`src/rtl/branch_predictor.sv`:
```
// Direct-mapped branch target buffer with a 2-bit saturating direction counter per entry.
// Looked up combinationally with fetch's next PC; trained by execute-stage branch resolution.
module branch_predictor #(
  parameter int INDEX_BITS = 4,
  parameter int TAG_BITS   = 16 - INDEX_BITS
) (
  input  logic        clk,
  input  logic        reset,
  input  logic [15:0] lookup_pc,
  output logic [15:0] target_bp,
  output logic        target_en_bp,
  input  logic        update_en,
  input  logic [15:0] update_pc,
  input  logic        update_taken,
  input  logic [15:0] update_target,
  input  logic        update_pred_taken,
  input  logic [15:0] update_pred_target,
  output logic        mispredict,
  output logic [15:0] branch_count,
  output logic [15:0] mispredict_count
);

  localparam int ENTRIES = 1 << INDEX_BITS;

  function automatic logic [1:0] sat_inc(input logic [1:0] c);
    sat_inc = (c == 2'b11) ? 2'b11 : c + 2'b01;
  endfunction

  function automatic logic [1:0] sat_dec(input logic [1:0] c);
    sat_dec = (c == 2'b00) ? 2'b00 : c - 2'b01;
  endfunction

  logic [ENTRIES-1:0]  valid_q, valid_d;
  logic [TAG_BITS-1:0] tag_q    [ENTRIES];
  logic [TAG_BITS-1:0] tag_d    [ENTRIES];
  logic [15:0]         target_q [ENTRIES];
  logic [15:0]         target_d [ENTRIES];
  logic [1:0]          ctr_q    [ENTRIES];
  logic [1:0]          ctr_d    [ENTRIES];
  logic                mispredict_q, mispredict_d;
  logic [15:0]         branch_count_q, branch_count_d;
  logic [15:0]         mispredict_count_q, mispredict_count_d;

  logic [INDEX_BITS-1:0] lk_idx, up_idx;
  logic [TAG_BITS-1:0]   lk_tag, up_tag;
  logic                  lk_hit, up_hit, up_mp;

  assign lk_idx = lookup_pc[INDEX_BITS-1:0];
  assign lk_tag = lookup_pc[15:INDEX_BITS];
  assign up_idx = update_pc[INDEX_BITS-1:0];
  assign up_tag = update_pc[15:INDEX_BITS];

  // Zero-latency prediction from the pre-update table contents (no bypass).
  always_comb begin
    lk_hit       = valid_q[lk_idx] && (tag_q[lk_idx] == lk_tag);
    target_en_bp = lk_hit && ctr_q[lk_idx][1];
    if (target_en_bp) begin
      target_bp = target_q[lk_idx];
    end else begin
      target_bp = 16'h0000;
    end
  end

  // Training, mispredict detection and saturating statistics; reset overrides any update.
  always_comb begin
    valid_d            = valid_q;
    tag_d              = tag_q;
    target_d           = target_q;
    ctr_d              = ctr_q;
    mispredict_d       = 1'b0;
    branch_count_d     = branch_count_q;
    mispredict_count_d = mispredict_count_q;
    up_hit = valid_q[up_idx] && (tag_q[up_idx] == up_tag);
    up_mp  = (update_pred_taken != update_taken) ||
             (update_taken && update_pred_taken && (update_pred_target != update_target));
    if (reset) begin
      valid_d = '0;
      for (int i = 0; i < ENTRIES; i++) begin
        ctr_d[i] = 2'b01;
      end
      branch_count_d     = 16'h0000;
      mispredict_count_d = 16'h0000;
    end else if (update_en) begin
      if (up_hit) begin
        if (update_taken) begin
          ctr_d[up_idx]    = sat_inc(ctr_q[up_idx]);
          target_d[up_idx] = update_target;
        end else begin
          ctr_d[up_idx] = sat_dec(ctr_q[up_idx]);
        end
      end else if (update_taken) begin
        valid_d[up_idx]  = 1'b1;
        tag_d[up_idx]    = up_tag;
        target_d[up_idx] = update_target;
        ctr_d[up_idx]    = 2'b10;
      end else begin
        valid_d = valid_q;
      end
      mispredict_d = up_mp;
      if (branch_count_q != 16'hFFFF) begin
        branch_count_d = branch_count_q + 16'd1;
      end else begin
        branch_count_d = branch_count_q;
      end
      if (up_mp && (mispredict_count_q != 16'hFFFF)) begin
        mispredict_count_d = mispredict_count_q + 16'd1;
      end else begin
        mispredict_count_d = mispredict_count_q;
      end
    end else begin
      mispredict_d = 1'b0;
    end
  end

  // State registers.
  always_ff @(posedge clk) begin
    valid_q            <= valid_d;
    tag_q              <= tag_d;
    target_q           <= target_d;
    ctr_q              <= ctr_d;
    mispredict_q       <= mispredict_d;
    branch_count_q     <= branch_count_d;
    mispredict_count_q <= mispredict_count_d;
  end

  assign mispredict       = mispredict_q;
  assign branch_count     = branch_count_q;
  assign mispredict_count = mispredict_count_q;

endmodule
```
`config.mk`:
```
export PLATFORM = sky130hd
export DESIGN_NAME = branch_predictor
export DESIGN_NICKNAME = d
export VERILOG_FILES = /design/src/rtl/branch_predictor.sv
export SDC_FILE = /design/constraint.sdc
export NUM_CORES = 1
export LEC_CHECK = 0
export ABC_AREA = 1
export CELL_PAD_IN_SITES_DETAIL_PLACEMENT = 0
export CELL_PAD_IN_SITES_GLOBAL_PLACEMENT = 1
export CORE_MARGIN = 2
export CORE_UTILIZATION = 35
export DETAILED_ROUTE_END_ITERATION = 10
export DONT_BUFFER_PORTS = 1
export PLACE_DENSITY = 0.61
export REMOVE_ABC_BUFFERS = 1
export SLEW_MARGIN = 15
export SYNTH_ARGS = -nofsm -noshare
export SYNTH_HDL_FRONTEND = slang
export SYNTH_SLANG_ARGS = --single-unit
```
`constraint.sdc`:
```
create_clock -name clk -period 6.95 [get_ports clk]
set_input_delay 1.39 -clock clk [delete_from_list [all_inputs] [get_ports clk]]
set_output_delay 1.39 -clock clk [all_outputs]
set_load 0.05 [all_outputs]
```
==> metrics.txt <==
result of the run=finished, final reports clean; GR met3 Demand/Resource=3.66%; critical path peak fanout=247; share of synthesized area occupied by flip-flops and latches=61.1%; net total in the final layout=2628; first-pass GRT wire length=118000 um; time the final worst path needs with I/O delays and setup=6.59 ns; Die Height=269 um; proportion of layout cells with a drive suffix above 1=6.70%; Critical Path Max Stage Delay=1.01 ns; placer congestion estimate=0.817; total grt overflow=0; power density cells=255 mW/mm^2; area of the die=0.0726 sq mm; Antenna Diode Count=0; Starting Density=35.3%; Slew @ Worst Pin=1.16 ns; average wire per standard cell=22.4 um; Hold Vio Cnt, Final=0; Global Route met2 Usage=34.4%; number of violations reported at the end of detailed-routing iteration 0=1850; Slew Limit Fails=0; number of warning messages in the yosys log=0; post-route setup TNS=0 ns; share of the core filled with cells=39.2%; data arrival time of the critical path=5.20 ns; clk sink count=529; Post-Synthesis Mean Instance Area=9.49 sq um; Setup CP Type=input pin to output pin; vias in the first global route=18400; via total after detailed routing=19000; deepest level of the CTS H-tree=2; footprint of the multi-input gates=0.00839 sq mm; number of buffers added by the clock tree synthesis step=57; worst path buffer plus inverter count=4; highest clock frequency the design can meet=152 MHz; Sequential cell area=0.0151 sq mm; number of antenna violations at the first check in global routing=1; cell area after synthesis=0.0247 sq mm; proportion of netlist area held by the largest area contributor=54.6%; Chip Width=269 um; #FFs+latches synth=529; buffers inserted by post-CTS timing repair=0; RSZ-0062 raised after global routing=no; peak-usage layer in the global routing report=met2; most frequent CP cell=sky130_fd_sc_hd__nand2_1; total global routing track utilization=21.4%; most frequent cells in the layout=sky130_fd_sc_hd__nand2_1, sky130_fd_sc_hd__edfxtp_1, sky130_fd_sc_hd__nor2_1; post-cts repair resize count=0; Std-Cell Rows=97; remaining antenna violation count after routing=0; synthesis-to-layout area growth=11.2%; Post-Route Skew=0.0219 ns; I/O Buffers=0; Critical Path Slowest Stage Cell=sky130_fd_sc_hd__inv_6; worst skew pair latency=0.62 ns; fin crit share=94.9%; buffer levels on the longest clock path=3; biggest area consumer among synthesized cells=sky130_fd_sc_hd__edfxtp_1; Synth Instances=2598; path category of the worst min-delay check=flop to flop; Clk Tree Root Cell=sky130_fd_sc_hd__clkbuf_16; maximum resistive drop on vdd=0.000212 V; relative slew slack=22.7%; pin count of the biggest net entering global routing=248; required time at the endpoint of the critical path=5.56 ns; type of destination of the critical path=output pin; most common cell after layout, fill and taps aside=sky130_fd_sc_hd__nand2_1; number of fill cells=6936; CP delay by family, top=buffers and inverters; Max Cap Viol=0; cts-stage hold buffer count=0; CTS tree=built; Avg Vias per Cell=5.38; final wirelength=79200 um; final routed DRC violation total=0; number of top-level design ports=119; Core Footprint=0.0699 sq mm; FF-to-FF setup slack=3.50 ns; endpoints failing setup=0; GRT met1 Usage=30.3%; element type at the critical path start=input pin; crit path cell chain=inv_6 > buf_4 > o21ai_0 > o22ai_1 > nand2_1 > nand2_1 > nand2_1 > o21ai_0 > xnor2_1 > nand3_1 > nor3_1 > nand2_1 > buf_4 > nor2_1 > buf_4; count of unique library cells instantiated by Yosys=40; clock transition at the registers of the reported paths=0.06 ns; leak pwr=10.1 nW; total iterations of the first detailed-routing run=5; Detail Placement HPWL=42900 um; Area contributors post-synth=sky130_fd_sc_hd__edfxtp_1, sky130_fd_sc_hd__nand2_1, sky130_fd_sc_hd__dfxtp_1
-- worst min-delay path: stages (launching register included) --
cell	delay [ns]
sky130_fd_sc_hd__dfxtp_1	0.32
sky130_fd_sc_hd__nand2_1	0.05
sky130_fd_sc_hd__nand3_1	0.05
-- area by class of cell --
type,instances,area share [%]
Sequential cell,529,55.0
Multi-Input combinational cell,1791,30.6
Clock buffer,70,5.38
Tap cell,940,4.29
Inverter,122,1.70
Timing Repair Buffer,55,1.55
Clock inverter,31,1.47
-- cell families (layout without fill, tap and decap cells) --
family | Yosys count | count (layout) | share of synthesized area, %
buf+inv | 278 | 278 | 5.08
fa+ha+maj | 3 | 3 | 0.152
flops | 529 | 529 | 61.1
xor+xnor | 32 | 32 | 1.14
compound gates | 515 | 515 | 12.5
simple gates | 1241 | 1241 | 20.0
-- report_power, final --
group | leakage [nW] | internal (W) | switching [W] | total, W
sequential | 4.69 | 0.00346 | 0.0000211 | 0.00348
combinational | 4.49 | 0.000134 | 0.000285 | 0.000418
clock | 0.909 | 0.00183 | 0.00126 | 0.00310
total | 10.1 | 0.00543 | 0.00157 | 0.00700
-- synthesized netlist by cell type, drive strengths merged --
cell / n
and2: 3
o221ai: 15
edfxtp: 448
ha: 3
nor4: 6
nor3: 19
a211oi: 1
o31ai: 14
a311o: 11
a21oi: 179
o21bai: 8
xor2: 24
clkbuf: 86
o22ai: 30
nor2: 227
a21o: 4
nand2: 861
nand4: 20
xnor2: 8
o21ai: 166
o21a: 1
dfxtp: 81
o211ai: 15
nand3b: 1
buf: 70
a22oi: 16
inv: 121
nand3: 100
clkinv: 1
o32ai: 2
or2: 4
a221oi: 53
-- metal layers --
layer / wire length (um) / up-vias
met2: 36200 / 621
met4: 1460 / 0
met5: 0 / -
met1: 36300 / 9405
met3: 5230 / 94
li1: - / 8905
-- stage by stage --
stage | hold WS [ns] | total power, W | std cells | setup slack, ns | cell area, sq um
global placement | 0.441 | 0.00397 | 3437 | 1.23 | 25500
floorplan | 0.429 | 0.00383 | 2442 | 0.521 | 23900
CTS | 0.460 | 0.00707 | 3538 | 1.18 | 27400
detailed placement | 0.447 | 0.00397 | 3437 | 1.18 | 25500
global route | 0.495 | 0.00723 | 3538 | 0.902 | 27400
finish | 0.459 | 0.00700 | 3538 | 0.357 | 27400
-- path summary, 6_finish.rpt --
| path | endpoint | startpoint | cells past startpoint |
|---|---|---|---|
| max | target_bp[1] | lookup_pc[0] | 15 |
| min | ctr_q[22] | ctr_q[22] | 2 |
| max reg2reg | mispredict_count[2] | mispredict_count[0] | 10 |
| min reg2reg | ctr_q[22] | ctr_q[22] | 2 |
-- flip-flops by register name, indices dropped and copies added, names as in the netlist --
register          count
mispredict_count     16
mispredict            1
ctr_q                32
valid_q              16
target_q            256
tag_q               192
branch_count         16
No activity file was read; power rests on OpenSTA's default activity.
